`config.mk`:
```
export PLATFORM = sky130hd
export DESIGN_NAME = instruction_decoder
export DESIGN_NICKNAME = d
export VERILOG_FILES = /design/src/rtl/instruction_decoder.sv
export SDC_FILE = /design/constraint.sdc
export NUM_CORES = 1
export LEC_CHECK = 0
export CAP_MARGIN = 0
export CORE_MARGIN = 3
export CORE_UTILIZATION = 31
export DETAILED_ROUTE_END_ITERATION = 8
export PLACE_DENSITY = 0.74
export SYNTH_ARGS = -nofsm -noshare
export SYNTH_HDL_FRONTEND = slang
export SYNTH_SLANG_ARGS = --single-unit
```
`constraint.sdc`:
```
create_clock -name clk -period 1.4 [get_ports clk]
set_clock_uncertainty 0.2 [all_clocks]
set_input_delay 0.21 -clock clk [delete_from_list [all_inputs] [get_ports clk]]
set_output_delay 0.21 -clock clk [all_outputs]
set_load 0.01 [all_outputs]
```
`src/rtl/instruction_decoder.sv`:
```
// Instruction register, zero flag, reset-release sequencer and jump delay-slot handling.
// Define INSTR_DECODER_FLUSH_EN to squash the delay-slot word after a taken jump.
module instruction_decoder #(
  parameter int unsigned RST_HOLD = 2
) (
  input  logic       clk,
  input  logic       reset_n,
  input  logic [7:0] pm_data,
  input  logic       alu_zero,
  output logic       sync_reset,
  output logic       jmp,
  output logic       jmp_nz,
  output logic       dont_jmp,
  output logic [3:0] jmp_addr,
  output logic [7:0] ir,
  output logic       reg_we,
  output logic [2:0] reg_sel,
  output logic [3:0] imm,
  output logic       alu_en,
  output logic [2:0] alu_op,
  output logic [2:0] alu_src
);

  localparam int unsigned CNT_W  = 3;
  localparam int unsigned IR_W   = 8;
  localparam logic [IR_W-1:0] IR_RST = 8'hE0;

  localparam logic [1:0] ST_HOLD  = 2'd0;
  localparam logic [1:0] ST_RUN   = 2'd1;
`ifdef INSTR_DECODER_FLUSH_EN
  localparam logic [1:0] ST_FLUSH = 2'd2;
`endif

  logic [1:0]       state_q, state_d;
  logic [CNT_W-1:0] cnt_q, cnt_d;
  logic [IR_W-1:0]  ir_q, ir_d;
  logic             zf_q, zf_d;

  logic             run_c;
  logic             is_ld_c, is_alu_c, is_jmp_c, is_jnz_c;
`ifdef INSTR_DECODER_FLUSH_EN
  logic             taken_c;
`endif

  assign ir         = ir_q;
  assign dont_jmp   = zf_q;
  assign sync_reset = (state_q == ST_HOLD);
  assign run_c      = (state_q == ST_RUN);

  // Field decode of the instruction register; strobes live only in RUN
  always_comb begin
    is_ld_c  = ~ir_q[7];
    is_alu_c = (ir_q[7:6] == 2'b10);
    is_jmp_c = (ir_q[7:4] == 4'hC);
    is_jnz_c = (ir_q[7:4] == 4'hD);

    jmp      = 1'b0;
    jmp_nz   = 1'b0;
    jmp_addr = 4'h0;
    reg_we   = 1'b0;
    reg_sel  = 3'd0;
    imm      = 4'h0;
    alu_en   = 1'b0;
    alu_op   = 3'd0;
    alu_src  = 3'd0;

    if (run_c) begin
      jmp_addr = ir_q[3:0];
      jmp      = is_jmp_c;
      jmp_nz   = is_jnz_c;
      if (is_ld_c) begin
        reg_we  = 1'b1;
        reg_sel = ir_q[6:4];
        imm     = ir_q[3:0];
      end
      if (is_alu_c) begin
        alu_en  = 1'b1;
        alu_op  = ir_q[5:3];
        alu_src = ir_q[2:0];
      end
    end
  end

`ifdef INSTR_DECODER_FLUSH_EN
  assign taken_c = jmp | (jmp_nz & ~zf_q);
`endif

  // Next-state, counter, instruction register and flag update
  always_comb begin
    state_d = state_q;
    cnt_d   = cnt_q;
    ir_d    = ir_q;
    zf_d    = zf_q;

    case (state_q)
      ST_HOLD: begin
        ir_d = IR_RST;
        if (cnt_q == CNT_W'(RST_HOLD - 1)) begin
          state_d = ST_RUN;
          cnt_d   = '0;
        end else begin
          cnt_d = cnt_q + CNT_W'(1);
        end
      end
      ST_RUN: begin
        ir_d = pm_data;
        if (alu_en) begin
          zf_d = alu_zero;
        end
`ifdef INSTR_DECODER_FLUSH_EN
        if (taken_c) begin
          state_d = ST_FLUSH;
        end
`endif
      end
`ifdef INSTR_DECODER_FLUSH_EN
      // Delay-slot word is captured but never decoded
      ST_FLUSH: begin
        ir_d    = pm_data;
        state_d = ST_RUN;
      end
`endif
      default: begin
        state_d = ST_HOLD;
        cnt_d   = '0;
        ir_d    = IR_RST;
      end
    endcase
  end

  always_ff @(posedge clk or negedge reset_n) begin
    if (!reset_n) begin
      state_q <= ST_HOLD;
      cnt_q   <= '0;
      ir_q    <= IR_RST;
      zf_q    <= 1'b0;
    end else begin
      state_q <= state_d;
      cnt_q   <= cnt_d;
      ir_q    <= ir_d;
      zf_q    <= zf_d;
    end
  end

endmodule

```
* Yosys cells after proc, flatten, opt, wreduce, memory -nomap -nowiden *
Cells that the tools add are included.

word-level totals
  bits in registers = 14
  input bits = 11
  output and inout bits = 31
  word-level logic and storage cells = 35

operators by class
  $add $sub $neg = 1
  eq/ne operators = 6
  mux-type cells = 20
  bitwise operators = 1
  reduce and logical (&&, ||, !) cells = 3

operator list
  cell                                                                     number
  3-bit two-way mux                                                        7
  4-bit two-way mux                                                        3
  4-bit equality test, second input constant                               2
  8-bit two-way mux                                                        1
  1-bit two-way mux                                                        6
  3-bit case mux with 2 select lines                                       1
  2-bit case mux with 2 select lines                                       1
  2-bit AND reduction                                                      2
  3-bit by 1-bit adder with 3-bit output, second input constant            1
  3-bit by 1-bit equality test with 1-bit output, second input constant    1
  2-bit by 1-bit equality test with 1-bit output, second input constant    1
  2-bit equality test, second input constant                               1
  2-bit logical NOT                                                        1
  2-bit two-way mux                                                        1
  2-bit by 1-bit inequality test with 1-bit output, second input constant  1
  1-bit inverter                                                           1

* Longest topological paths before layout *
Gate-level depths: netlist of run 1.

  word-level depth = 4
  gate-level depth with buffers = 4
  mapped depth without buffers = 2

* Least setup slack after synthesis of run 1 *
OpenSTA, ideal clock, no wires.

  kind = register to register
  start = reg ir_q[7] (netlist: ir[7])
  end = reg zf_q (netlist: dont_jmp)
  library setup time = 0.125 ns
  data arrival time = 1.155 ns
  required time = 1.075 ns
  setup slack = -0.080 ns
  cell stages (with the launch flop) = 4
  buffers on the path = 1
  clock period less this slack = 1.480 ns
  cells stage by stage = dfstp_2 > and3b_1 > buf_6 > mux2_4

between the ends
  cells in the longest elaborated chain, start to end = 4

RTL lines
  what                                  RTL line  RTL
  start, declared                       36        logic [IR_W-1:0] ir_q, ir_d;
  start signal, assigned                140       ir_q <= ir_d;
  2-bit equality test                   53        is_alu_c = (ir_q[7:6] == 2'b10);
  1-bit two-way mux                     76        if (is_alu_c) begin
  1-bit two-way mux                     67        if (run_c) begin
  named net alu_en                      19        output logic alu_en,
  2-bit AND reduction (no source line)  --
  end signal, assigned                  141       zf_q <= zf_d;
  end, declared                         37        logic zf_q, zf_d;

The timed path passes the listed nets, and every way through them passes these cells.
A chain may end at the register's enable or synchronous reset.

* Worst setup path after layout of run 1 *
  start = reg ir_q[7] (netlist: ir[7])
  end = out alu_src[2]

between the ends
  cells in the longest elaborated chain, start to end = 3

RTL lines
  what                 RTL line  RTL
  2-bit equality test  53
  3-bit two-way mux    76
  3-bit two-way mux    67
  end, declared        21        output logic [2:0] alu_src

No other way between the ends.

==> results of run 1 <==
## where the power goes
group / internal (uW) / switching [uW]
clock network: 111 / 138
registers: 395 / 13.0
logic: 175 / 102
total: 680 / 253
## cell families after synthesis
logic type / share of synthesized area (%)
buffers and inverters: 6.35
flip-flops: 52.2
XOR/XNOR: 2.78
AND/OR/NAND/NOR: 33.3
AO/OA/AOI/OAI: 1.19
multiplexers: 4.17
## per-stage QoR
step	hold slack (ns)	setup WS (ns)	setup TNS, ns	area [sq um]	std cells
2_1_floorplan	-0.286	-0.0798	-0.431	648	60
4_1_cts	0.0309	-0.452	-7.86	1340	153
6_report	0.0187	-0.494	-7.86	1480	159
3_5_place_dp	0.274	-0.484	-8.77	1170	136
5_1_grt	0.0329	-0.564	-9.00	1480	159
3_3_place_gp	0.286	-0.457	-8.39	1170	136
## final cells by class
type	instances	area, sq um	area share [%]
well taps	25	31.3	2.11
inverters	5	21.3	1.44
clock buffers	4	26.3	1.77
repair buffers	73	712	48.1
flip-flops and latches	13	329	22.2
multi-input cells	39	362	24.4
## flip-flops by register name, summed over array words and instances (netlist names)
signal and count:
dont_jmp 1, state_q 1, cnt_q 3, ir 8
## worst max-delay path, cell delays in order, from the launching register on
cell and delay [ns]:
sky130_fd_sc_hd__dfstp_2 0.58, sky130_fd_sc_hd__or2b_1 0.27, sky130_fd_sc_hd__buf_6 0.13, sky130_fd_sc_hd__nor2_2 0.08
sky130_fd_sc_hd__buf_2 0.15
## final timing paths
| check | from | endpoint | cells past startpoint |
|---|---|---|---|
| max reg2reg | ir[6] | dont_jmp | 5 |
| max | ir[7] | alu_src[2] | 4 |
| min | reset_n | ir[0] | 2 |
| min reg2reg | cnt_q[2] | state_q[0] | 1 |
| max in group asynchronous | reset_n | ir[5] | 2 |
| min in group clk | pm_data[7] | ir[7] | 2 |
## per-layer routing
| metal | vias to the layer above | part of all wire [%] |
|---|---|---|
| met5 | - | 0 |
| met4 | 0 | 1.6 |
| met3 | 4 | 4.8 |
| met2 | 30 | 57 |
| met1 | 336 | 37 |
| li1 | 333 | - |
## layout by cell type (no fill, tap or decap), types with 2 or more instances in the layout
master / count
sky130_fd_sc_hd__inv_2: 3
sky130_fd_sc_hd__nor2_2: 3
sky130_fd_sc_hd__clkdlybuf4s50_1: 10
sky130_fd_sc_hd__dfstp_2: 3
sky130_fd_sc_hd__nor2b_4: 2
sky130_fd_sc_hd__nor2_4: 2
sky130_fd_sc_hd__buf_6: 40
sky130_fd_sc_hd__dfrtp_1: 10
sky130_fd_sc_hd__and2_4: 12
sky130_fd_sc_hd__mux2_4: 2
sky130_fd_sc_hd__xnor2_1: 2
sky130_fd_sc_hd__nand2_4: 2
sky130_fd_sc_hd__buf_4: 13
sky130_fd_sc_hd__clkbuf_4: 3
sky130_fd_sc_hd__buf_2: 7
sky130_fd_sc_hd__nand2b_1: 3
## timing repair
item / in CTS / in global routing
pin swaps: 7 / 5
setup buffers: 13 / 10
resized for setup: 167 / 29
hold buffers: 0 / 0
setup endpoints to repair: 32 / 34
==> impl_summary.txt, run 1 <==
----------------------------------------------------
[Finish]
  Layout fillers ... 116
  Layout cell share with drive strength beyond 1 ... around 75%
  Layout net count ... between 100 and 150
  Fin util ... between 80% and 90%
  Antenna diode instance count ... 0
  Layout overhead on the synthesized area ... 135%

[Route]
  DRC ... 0
  Via count normalized by instance count ... between 4 and 5
  Via count ... about 700
  Initial DRT Pass Iterations ... 4
  Wire length reported by the detailed router ... around 2300 um
  Post-detailed-route wirelength per cell ... 14.6 um
  Remaining antenna violation count after routing ... 0
  Initial drt markers ... 6

[Worst setup path]
  Maximum fanout encountered on the critical timing path ... 6
  Startpoint-to-endpoint class of the critical path ... reg -> out
  Worst reg2reg setup slack ... -0.31 ns
  Endpoint required time on the critical path ... 0.99 ns
  CP Data Arrival Time ... about 1.5 ns
  Startpoint kind of the worst setup timing path ... register
  Worst setup EP type ... primary output

[STA]
  Worst Tran Pin Value ... 0.176 ns
  Setup violations, final ... 27
  Max Freq ... ~530 MHz
  Count of pins over their slew limit ... 0
  Final clock period utilization by the worst path ... 135%
  Min cycle time layout ... roughly 1.9 ns
  Setup slack of the critical path after layout ... -0.494 ns
  Final hold viol count ... 0
  Worst-case headroom to the max-slew limit ... about nine tenths
  RSZ-0062 raised after global routing ... yes

[Clock network]
  Clock tree from TritonCTS ... done
  Root buffer selected by CTS ... sky130_fd_sc_hd__clkbuf_4
  Clock H-tree levels ... 1
  Buffer depth of the longest clock path ... 2
  Sink Count ... 13
  Worst-path clk slew ... roughly 0.090 ns
  Latest clock arrival within the worst-skew pair ... around 0.28 ns
  Number of buffers created by CTS ... 3

[Job]
  # Max-Cap Violations ... 0

[Floorplan]
  Die Height ... a little over 50 um
  Total core area ... roughly 0.0018 sq mm
  Row count ... 15
  Horizontal die dimension ... 51.1 um
  Die area ... around 0.0026 sq mm
  Top Ports ... between 40 and 50
  Effective utilization at floorplan ... 34.6%

[Global route]
  Via count of the first global-routing pass ... between 700 and 800
  GRT busiest layer ... met2
  Met2 routing resource usage after global routing ... 33.7%
  Overall global routing resource usage ... about 17%
  Number of antenna violations at the first check in global routing ... 0
  Pin count of the biggest net entering global routing ... 14
  Global routing usage on met1 ... ~18%
  Global-route congestion overflow total ... 0
  First-pass GRT wire length ... 3360 um
  Met3 track demand over resource ... under 10%

[Synth]
  Count of mapped cells out of synthesis ... 60
  Synthesized Nets ... slightly above 70
  Post-synthesis cell type with the largest combined area ... sky130_fd_sc_hd__dfrtp_1
  Synthesized area per cell ... 10.5 sq um
  Proportion of synthesized chip area in sequential cells ... a little over half
  Most instantiated flip-flop cell in the synthesis netlist ... sky130_fd_sc_hd__dfrtp_1
  Ranking of synthesized cells by area ... sky130_fd_sc_hd__dfrtp_1 (40%), sky130_fd_sc_hd__dfstp_2 (13%), sky130_fd_sc_hd__and2_1 (9.9%), sky130_fd_sc_hd__and2_2 (3.6%), sky130_fd_sc_hd__nor2_1 (3.6%)
  Flops & latches, synth ... 13
  Area share of the largest cell type after synthesis ... around 40%
  Synthesis warning total ... 0
  Leading post-synthesis cells by instance count ... sky130_fd_sc_hd__and2_1 (10), sky130_fd_sc_hd__dfrtp_1 (10), sky130_fd_sc_hd__nor2_1 (6), sky130_fd_sc_hd__inv_1 (5)
  Number of enable-type register cells in the synthesized netlist ... 0
  Async set-or-reset flop fraction in the synthesized netlist ... 100%
  Synth unique cells ... 21
  Netlist area before placement ... 631 sq um

[Power]
  Leakage ... 0.000731 uW
  Cell area power density ... 630 mW/mm^2
  Total Power ... a little over 900 uW
  Highest ir drop seen on vdd ... roughly 630 uV

[Run status]
  Violated checks ... setup timing
  Status ... finished with violations

[Hold path]
  Path class of the lowest-slack min-delay path ... in -> async

[Placed design]
  Number of buffers inserted by port buffering ... ~40
  Global placement routability congestion ... about 0.66
  Placed wire-length estimate ... about 1300 um

----------------------------------------------------
(Power assumes the default switching activity.)
==> run 2: changes to the inputs <==
- CORE_MARGIN: 3 -> 4
==> run 2 against run 1 <==
Effect of this change: the run still ends with setup timing left; global-route usage fell by 2.7 points; first-iteration DRC count fell by 33%; clock-buffer cell count did not move; wire length fell by 14%; final cell count fell by 3.8%; worst hold slack improved by 0.021 ns; largest power group unchanged; register-to-register slack improved by 0.08 ns; worst setup slack improved by 0.11 ns; critical endpoint is now alu_src[1]; clock power fell by 9.3%; critical path type unchanged; sequential power barely moved.
==> impl_summary.txt, run 2 (synthesized netlist as in run 1, its figures left out) <==
----------------------------------------------------
[Run status]
  Status ... finished with violations
  Violated checks ... setup timing

[Floorplan]
  Row count ... 16
  Top Ports ... 42
  Horizontal die dimension ... between 50 and 60 um
  Total core area ... between 0.0015 and 0.002 sq mm
  Die Height ... 53.1 um
  Effective utilization at floorplan ... ~32%
  Die area ... approximately 0.0028 sq mm

[Route]
  Initial DRT Pass Iterations ... 3
  Via count ... 666
  Initial drt markers ... 4
  Remaining antenna violation count after routing ... 0
  Wire length reported by the detailed router ... 2010 um
  DRC ... 0
  Via count normalized by instance count ... between 4 and 5
  Post-detailed-route wirelength per cell ... roughly 13 um

[STA]
  Min cycle time layout ... around 1.8 ns
  Worst Tran Pin Value ... 0.194 ns
  Final clock period utilization by the worst path ... 127%
  Max Freq ... 562 MHz
  Count of pins over their slew limit ... 0
  RSZ-0062 raised after global routing ... yes
  Worst-case headroom to the max-slew limit ... between 80% and 90%
  Setup violations, final ... 27
  Setup slack of the critical path after layout ... -0.379 ns
  Final Hold Slack ... ~0.04 ns
  Final hold viol count ... 0

[Finish]
  Layout overhead on the synthesized area ... 113%
  Layout cell share with drive strength beyond 1 ... between 60 and 70%
  Layout fillers ... 149
  Area of the multi-input gates ... between 300 and 400 sq um
  Most frequent cells in the layout ... sky130_fd_sc_hd__buf_6 (26), sky130_fd_sc_hd__buf_4 (14), sky130_fd_sc_hd__buf_2 (11), sky130_fd_sc_hd__dfrtp_1 (10), sky130_fd_sc_hd__clkdlybuf4s50_1 (10)
  Flip-flop and latch area ... 329 sq um
  Layout net count ... roughly 140
  Flip-flop count of the largest register after layout ... 8
  Antenna diode instance count ... 0
  Fin util ... 69.2%
  Most common cell after layout, fill and taps aside ... sky130_fd_sc_hd__buf_6

[Global route]
  Met3 track demand over resource ... between 3 and 4%
  Via count of the first global-routing pass ... slightly below 700
  GRT busiest layer ... met2
  Overall global routing resource usage ... between 10% and 20%
  Pin count of the biggest net entering global routing ... 14
  Number of antenna violations at the first check in global routing ... 0
  Global-route congestion overflow total ... 0
  Met2 routing resource usage after global routing ... between 20% and 30%
  Global routing usage on met1 ... between 10% and 20%
  First-pass GRT wire length ... ~3000 um

[Hold path]
  Path class of the lowest-slack min-delay path ... in -> async

[Power]
  Total Power ... 872 uW
  Cell area power density ... roughly 650 mW/mm^2
  Clock power share ... 25.8%
  Combinational power share ... between 20 and 30%
  Highest ir drop seen on vdd ... around 720 uV
  Net switching power figure ... 216 uW
  Switching power as a share of total power ... roughly 25%
  Internal ... around 660 uW
  Leakage ... ~0.00067 uW
  Sequential share of power ... ~47%

[Worst setup path]
  Maximum fanout encountered on the critical timing path ... 6
  Startpoint kind of the worst setup timing path ... register
  Critical-path cell list ... or2b_4, nor2_2, buf_2
  Cell count of the worst reg-to-reg path ... 4
  Crit-path max cell delay ... approximately 0.56 ns
  Slowest cell on crit path ... sky130_fd_sc_hd__dfstp_2
  Endpoint required time on the critical path ... 0.99 ns
  Worst setup EP type ... primary output
  CP Data Arrival Time ... roughly 1.4 ns
  Buffers & Inverters on Critical Path ... 1
  Dominant delay contributor by cell family on the critical path ... flip-flops
  Logic depth of the worst path, buffers included ... 3
  Startpoint-to-endpoint class of the critical path ... reg -> out

[Placed design]
  Global placement routability congestion ... 0.667
  Placed wire-length estimate ... roughly 1400 um
  Number of buffers inserted by port buffering ... approximately 40

[Job]
  # Max-Cap Violations ... 0

[Clock network]
  Number of buffers created by CTS ... 3
  Clock tree from TritonCTS ... done
  Sink Count ... 13
  Hold bufs inserted after CTS ... 0
  Buffer depth of the longest clock path ... 2
  Latest clock arrival within the worst-skew pair ... around 0.27 ns
  Clock H-tree levels ... 1
  Root buffer selected by CTS ... sky130_fd_sc_hd__clkbuf_4
  Worst-path clk slew ... around 0.080 ns

----------------------------------------------------
[run 2: cell count changes in the layout (fill, tap and decap cells not counted), moves of 2 or more]
cell                     change
sky130_fd_sc_hd__buf_6      -14
sky130_fd_sc_hd__and2_1      +4
sky130_fd_sc_hd__and2_4      -4
sky130_fd_sc_hd__buf_2       +4
sky130_fd_sc_hd__nor2_1      +2
sky130_fd_sc_hd__nor2_4      -2
[run 2: area by class of cell]
| class | count | share of cell area, % |
|---|---|---|
| clock buffer | 4 | 1.96 |
| inverter | 5 | 1.58 |
| multi-input combinational | 39 | 24.7 |
| sequential | 13 | 24.5 |
| tap | 27 | 2.51 |
| timing repair buffer | 65 | 44.8 |
[run 2: power groups by stage]
stage	Clock, uW	Sequential [uW]	Combinational [uW]
after global routing	252	410	256
after CTS	233	406	236
after global placement	0	412	216
after floorplan	0	422	66.8
after detailed placement	0	413	219
final	225	407	240
[run 2: per-layer routing]
metal	wire, um	vias to the layer above	part of all wire (%)
li1	-	314	-
met4	24	0	1.2
met1	740	327	37
met3	71	4	3.5
met5	0	-	0
met2	1170	21	58
[run 2: repair_timing]
action,4_1_cts,5_1_grt
pin swaps,5,0
setup endpoints to repair,33,28
setup buffers,11,4
gates resized for setup,162,11
[run 2: worst paths after layout]
path | start | endpoint | slack (ns)
hold reg to reg | cnt_q[2] | cnt_q[2] | 0.31
hold / removal | reset_n | ir[0] | 0.04
min in group clk | pm_data[6] | ir[6] | 0.27
setup / recovery | ir[7] | alu_src[1] | -0.38
setup reg to reg | ir[6] | dont_jmp | -0.23
max in group asynchronous | reset_n | ir[5] | 0.73
[run 2: per-stage QoR]
step | setup WS [ns] | setup TNS [ns] | cells | cell area [sq um]
5_1_grt | -0.420 | -8.05 | 153 | 1340
4_1_cts | -0.370 | -6.35 | 150 | 1280
2_1_floorplan | -0.0798 | -0.431 | 60 | 648
3_3_place_gp | -0.455 | -8.62 | 136 | 1150
3_5_place_dp | -0.494 | -9.08 | 136 | 1150
6_report | -0.379 | -6.77 | 153 | 1340
